--- config.mk ---
export PLATFORM = sky130hd
export DESIGN_NAME = inst_fetch_unit
export DESIGN_NICKNAME = d
export VERILOG_FILES = /design/src/rtl/inst_fetch_unit_pkg.sv /design/src/rtl/inst_fetch_unit.sv
export SDC_FILE = /design/constraint.sdc
export NUM_CORES = 1
export LEC_CHECK = 0
export BUFFER_PORTS_ARGS = -buffer_cell sky130_fd_sc_hd__buf_2
export CAP_MARGIN = 20
export CORE_MARGIN = 2
export CORE_UTILIZATION = 35
export CTS_BUF_LIST = sky130_fd_sc_hd__clkbuf_8 sky130_fd_sc_hd__clkbuf_16
export CTS_CLUSTER_DIAMETER = 100
export DETAILED_ROUTE_END_ITERATION = 6
export PLACE_DENSITY = 0.73
export SLEW_MARGIN = 30
export SYNTH_ARGS = -nofsm -noshare
export SYNTH_HDL_FRONTEND = slang
export SYNTH_SLANG_ARGS = --single-unit
--- constraint.sdc ---
create_clock -name clk -period 2.75 [get_ports clk]
set_clock_uncertainty 0.15 [all_clocks]
set_input_delay 0.4125 -clock clk [delete_from_list [all_inputs] [get_ports clk]]
set_output_delay 0.4125 -clock clk [all_outputs]
set_load 0.1 [all_outputs]
--- src/rtl/inst_fetch_unit_pkg.sv ---
// inst_fetch_unit_pkg: fetch FSM states and fetch constants shared by the fetch slice
package inst_fetch_unit_pkg;
    typedef enum logic [1:0] {S_REQ, S_WAIT, S_DROP, S_HALT} fetch_state_t;
    localparam logic [31:0] DEFAULT_RESET_PC  = 32'hBFC0_0000;
    localparam logic [31:0] FETCH_BLOCK_BYTES = 32'd8;
endpackage

--- src/rtl/inst_fetch_unit.sv ---
// inst_fetch_unit: one-outstanding I-cache fetcher feeding the dual-write instruction FIFO
module inst_fetch_unit
    import inst_fetch_unit_pkg::*;
#(
    parameter logic [31:0] RESET_PC = DEFAULT_RESET_PC
) (
    input  logic        clk,
    input  logic        rst,
    input  logic        redirect_valid,
    input  logic [31:0] redirect_pc,
    input  logic        fifo_full,
    output logic        req_valid,
    output logic [31:0] req_addr,
    output logic        req_pair,
    input  logic        req_ready,
    input  logic        resp_valid,
    input  logic [31:0] resp_data1,
    input  logic [31:0] resp_data2,
    input  logic        resp_tlb_refill,
    input  logic        resp_tlb_invalid,
    output logic        fifo_rst,
    output logic        write_en1,
    output logic        write_en2,
    output logic [31:0] write_address1,
    output logic [31:0] write_address2,
    output logic [31:0] write_data1,
    output logic [31:0] write_data2,
    output logic        write_tlb_refill1,
    output logic        write_tlb_refill2,
    output logic        write_tlb_invalid1,
    output logic        write_tlb_invalid2
);
    fetch_state_t r_state;
    fetch_state_t w_next_state;
    logic [31:0]  r_pc;
    logic [31:0]  r_req_pc;
    logic         r_req_pair;
    logic [31:0]  w_next_pc;
    logic         w_accept;
    logic         w_fault;
    logic         w_write;

    assign req_valid = (r_state == S_REQ) & !rst & !fifo_full & !redirect_valid;
    assign req_addr  = r_pc;
    assign req_pair  = !r_pc[2];
    assign fifo_rst  = rst | redirect_valid;
    assign w_accept  = req_valid & req_ready;
    assign w_fault   = resp_tlb_refill | resp_tlb_invalid;
    assign w_write   = (r_state == S_WAIT) & resp_valid & !redirect_valid & !rst;
    // A faulting pair only commits slot 1, carrying the flags with zeroed data
    assign write_en1          = w_write;
    assign write_en2          = w_write & r_req_pair & !w_fault;
    assign write_address1     = write_en1 ? r_req_pc : '0;
    assign write_address2     = write_en2 ? r_req_pc + 32'd4 : '0;
    assign write_data1        = (write_en1 & !w_fault) ? resp_data1 : '0;
    assign write_data2        = write_en2 ? resp_data2 : '0;
    assign write_tlb_refill1  = write_en1 & resp_tlb_refill;
    assign write_tlb_invalid1 = write_en1 & resp_tlb_invalid;
    assign write_tlb_refill2  = write_en2 & resp_tlb_refill;
    assign write_tlb_invalid2 = write_en2 & resp_tlb_invalid;
    assign w_next_pc = redirect_valid ? redirect_pc
                     : w_accept ? {r_pc[31:3], 3'b000} + FETCH_BLOCK_BYTES : r_pc;

    always_comb begin
        w_next_state = r_state;
        case (r_state)
            S_REQ:   w_next_state = w_accept ? S_WAIT : S_REQ;
            S_WAIT:  w_next_state = redirect_valid ? (resp_valid ? S_REQ : S_DROP)
                                  : resp_valid ? (w_fault ? S_HALT : S_REQ) : S_WAIT;
            // The dead response retires the outstanding request even under a new redirect
            S_DROP:  w_next_state = resp_valid ? S_REQ : S_DROP;
            S_HALT:  w_next_state = redirect_valid ? S_REQ : S_HALT;
            default: w_next_state = S_REQ;
        endcase
    end

    always_ff @(posedge clk) begin
        if (rst) begin
            r_state    <= S_REQ;
            r_pc       <= RESET_PC;
            r_req_pc   <= '0;
            r_req_pair <= 1'b0;
        end else begin
            r_state <= w_next_state;
            r_pc    <= w_next_pc;
            if (w_accept) begin
                r_req_pc   <= r_pc;
                r_req_pair <= !r_pc[2];
            end
        end
    end
endmodule

==> results by group <==
Run status
  • Status: completed

Global routing
  • Antenna violations before repair: 0
  • Pin count of the biggest net entering global routing: 69
  • GRT Resource Usage Total: 27.2%
  • Vias in the first global route: 5414
  • GR Overflow Total: 0
  • First-pass GRT wire length: 30.6 mm

Synthesis
  • #FFs+latches synth: 67
  • Yosys warns: 0
  • Syn Area/Cell: 7.14 µm²
  • Count of flip-flops with a built-in enable after synthesis: 0
  • Mapped Cells: 636
  • Cell Area, Synth: 4540 µm²
  • Yosys cell types: 59
  • Ys async rst share: 0%
  • Sequential fraction of the synthesis area: 29.5%
  • Synth Flop Type: dfxtp_1

Finish
  • ANT cells: 0
  • Synth-to-layout area growth: 98.3%
  • Post-layout instance area: 9000 µm²
  • Most common cell after layout, fill and taps aside: buf_12
  • Layout cells sized above 1: 54.3%
  • # nets final: 1007
  • Commonest cells after routing, fill and taps aside: 137 x buf_12, 136 x buf_2, 106 x nand2_1
  • Multi-input logic area: 3400 µm²
  • Register area: 1350 µm²
  • FILL cells: 986

Power
  • Net Sw Frac: 29.5%
  • Internal: 0.00205 W
  • LEAKAGE: 3.58 nW
  • Peak supply drop: 0.367 mV
  • Gate power share: 17.9%
  • Clock share of power: 45.3%
  • Psw: 0.000858 W
  • PwrDens: 323 nW/µm²
  • Flop pwr share: 36.8%

Place
  • Port Buffers: 270
  • GPL Wtd Cong: 0.858
  • DP Area: 8530 µm²
  • Hpwl dp: 15.2 mm

Critical path
  • Reg2reg start: r_state[1]
  • Crit path from: r_req_pc[3]
  • Startpoint types: flop
  • Arrival @ worst endpoint: 2.11 ns
  • Required time worst endpoint: 2.19 ns
  • Crit end category: primary output
  • Worst Path Max Fanout: 8
  • Crit Path Class: reg2out

Timing
  • Slew Limit Fails: 0
  • Slew @ Worst Pin: 0.712 ns
  • Hold Vio Cnt, Final: 0
  • Peak Freq: 374 MHz
  • Final Setup Violations: 0
  • Fin crit share: 97.3%
  • Final min period: 2.68 ns
  • Slew Limit Headroom: 52.5%
  • Fin Hold WS: 0.150 ns

Drt
  • DR vias/cell: 5.29
  • Antenna-violating nets left: 0
  • Drt total wl: 19.4 mm
  • Number of remaining DRC errors: 0
  • Initial DRT Pass Iterations: 7
  • DR iter-0 viols: 448
  • WL/cell: 18.0 µm
  • Via count: 5708

CTS
  • CTS tree: built
  • CTS Buffer Depth: 2
  • Skew-Pair Late Insertion Delay: 0.33 ns
  • Inserted Clock Buffers: 9
  • Root buffer cell: clkbuf_16
  • Clk pin slew, worst setup/hold paths: 0.06 ns
  • H-Tree Depth: 3
  • Clock sink count: 67

Floorplan
  • Die ar.: 13900 µm²
  • IO Count: 273
  • Number of cell rows: 41
  • Core Region: 12600 µm²
  • Initial core utilization: 36.0%
  • Die width: 118 µm
  • Die height: 118 µm

Flow run
  • Max-Cap Viols: 0

Min path
  • Hold path start: redirect_pc[22]
  • Hold Path Class: in2reg
-- stage by stage --
stage               setup TNS, ns  std cells  util, %  worst slack [ns]  total power, W
finish                          0       1078     71.3            0.0735         0.00291
floorplan                  -0.446        637        -           -0.0800         0.00145
global route              -0.0785       1078     71.3           -0.0265         0.00300
CTS                       -0.0237       1077     70.6           -0.0147         0.00291
global placement                0       1058     67.6             0.199         0.00160
detailed placement              0       1058     67.6             0.120         0.00161
-- routing by layer --
metal	vias up	global-route usage, %	part of all wire [%]
met5	-	0	0
met4	0	7.53	2.3
met3	35	4.26	6.0
met2	282	46.2	50
met1	2667	35.6	42
li1	2724	-	-
-- worst max-delay path, stage by stage, from the launching register on --
cell and delay, ns:
dfxtp_2 0.37, ha_2 0.21, and4_4 0.23, nand4_1 0.10, buf_4 0.21, nor3_2 0.19
xnor2_1 0.12, nor2_4 0.15, buf_12 0.18
-- kinds of logic after synthesis --
logic type,Yosys count,share of synthesized area (%)
fa+ha+maj,2,0.551
other cells,1,0.0826
mux,3,0.799
compound gates,108,14.5
buf+inv,62,6.15
simple gates,364,42.8
flops,67,29.5
xor+xnor,29,5.60
-- power groups by stage --
stage | Combinational [W] | Clock [W] | Sequential [W]
5_1_grt | 0.000550 | 0.00137 | 0.00108
6_report | 0.000522 | 0.00132 | 0.00107
3_3_place_gp | 0.000509 | 0 | 0.00109
4_1_cts | 0.000521 | 0.00132 | 0.00107
2_1_floorplan | 0.000173 | 0 | 0.00128
3_5_place_dp | 0.000519 | 0 | 0.00109
-- synth_stat cells (all sizes together) (2+ instances only) --
master,number,share of area (%)
nand4b,3,0.58
nor2b,6,0.83
o21ai,12,1.3
a211o,2,0.39
or2,2,0.28
a31oi,9,1.2
a221oi,3,0.58
mux2,2,0.58
nand2,108,8.9
and2,66,9.1
clkbuf,36,3.1
and4,5,0.96
nand4,14,2.1
nor3,16,2.3
xnor2,20,3.9
nand3,22,2.5
nand2b,2,0.28
a211oi,2,0.33
xor2,9,1.7
o21a,3,0.50
o311ai,3,0.58
buf,14,2.1
a21oi,56,6.3
nand3b,6,0.99
or3,5,0.80
inv,12,0.99
and3,41,5.7
nor4,10,2.3
dfxtp,67,30
nor2,56,4.8
a41oi,2,0.39
o211ai,4,0.66
a32oi,4,0.77
a2bb2oi,2,0.39
ha,2,0.55
-- final cells by class --
type / count / share of cell area (%)
timing repair buffer: 303 / 40.5
inverter: 12 / 0.542
sequential: 67 / 15.0
tap: 172 / 2.39
clock buffer: 10 / 2.65
multi-input combinational: 508 / 37.7
clock inverter: 6 / 1.15
-- final timing paths --
check / to / slack, ns / cells past startpoint
worst max-delay path: write_address2[28] / 0.07 / 8
worst min-delay path: req_addr[22] / 0.15 / 2
worst max register to register: req_addr[21] / 0.29 / 6
worst min register to register: r_req_pc[1] / 0.32 / 2
-- flip-flops by register name, indices dropped and copies added (netlist names) --
register and count:
r_req_pc 32, r_req_pair 1, r_state 2, req_addr 32
-- repair_timing --
item	CTS	global route
buffers inserted	3	1
hold buffers	0	0
gates resized for setup	3	21
pin swaps	2	3
endpoints found under the setup margin	12	96
hold endpoints to repair	0	0
No activity file was read; power rests on OpenSTA's default activity.
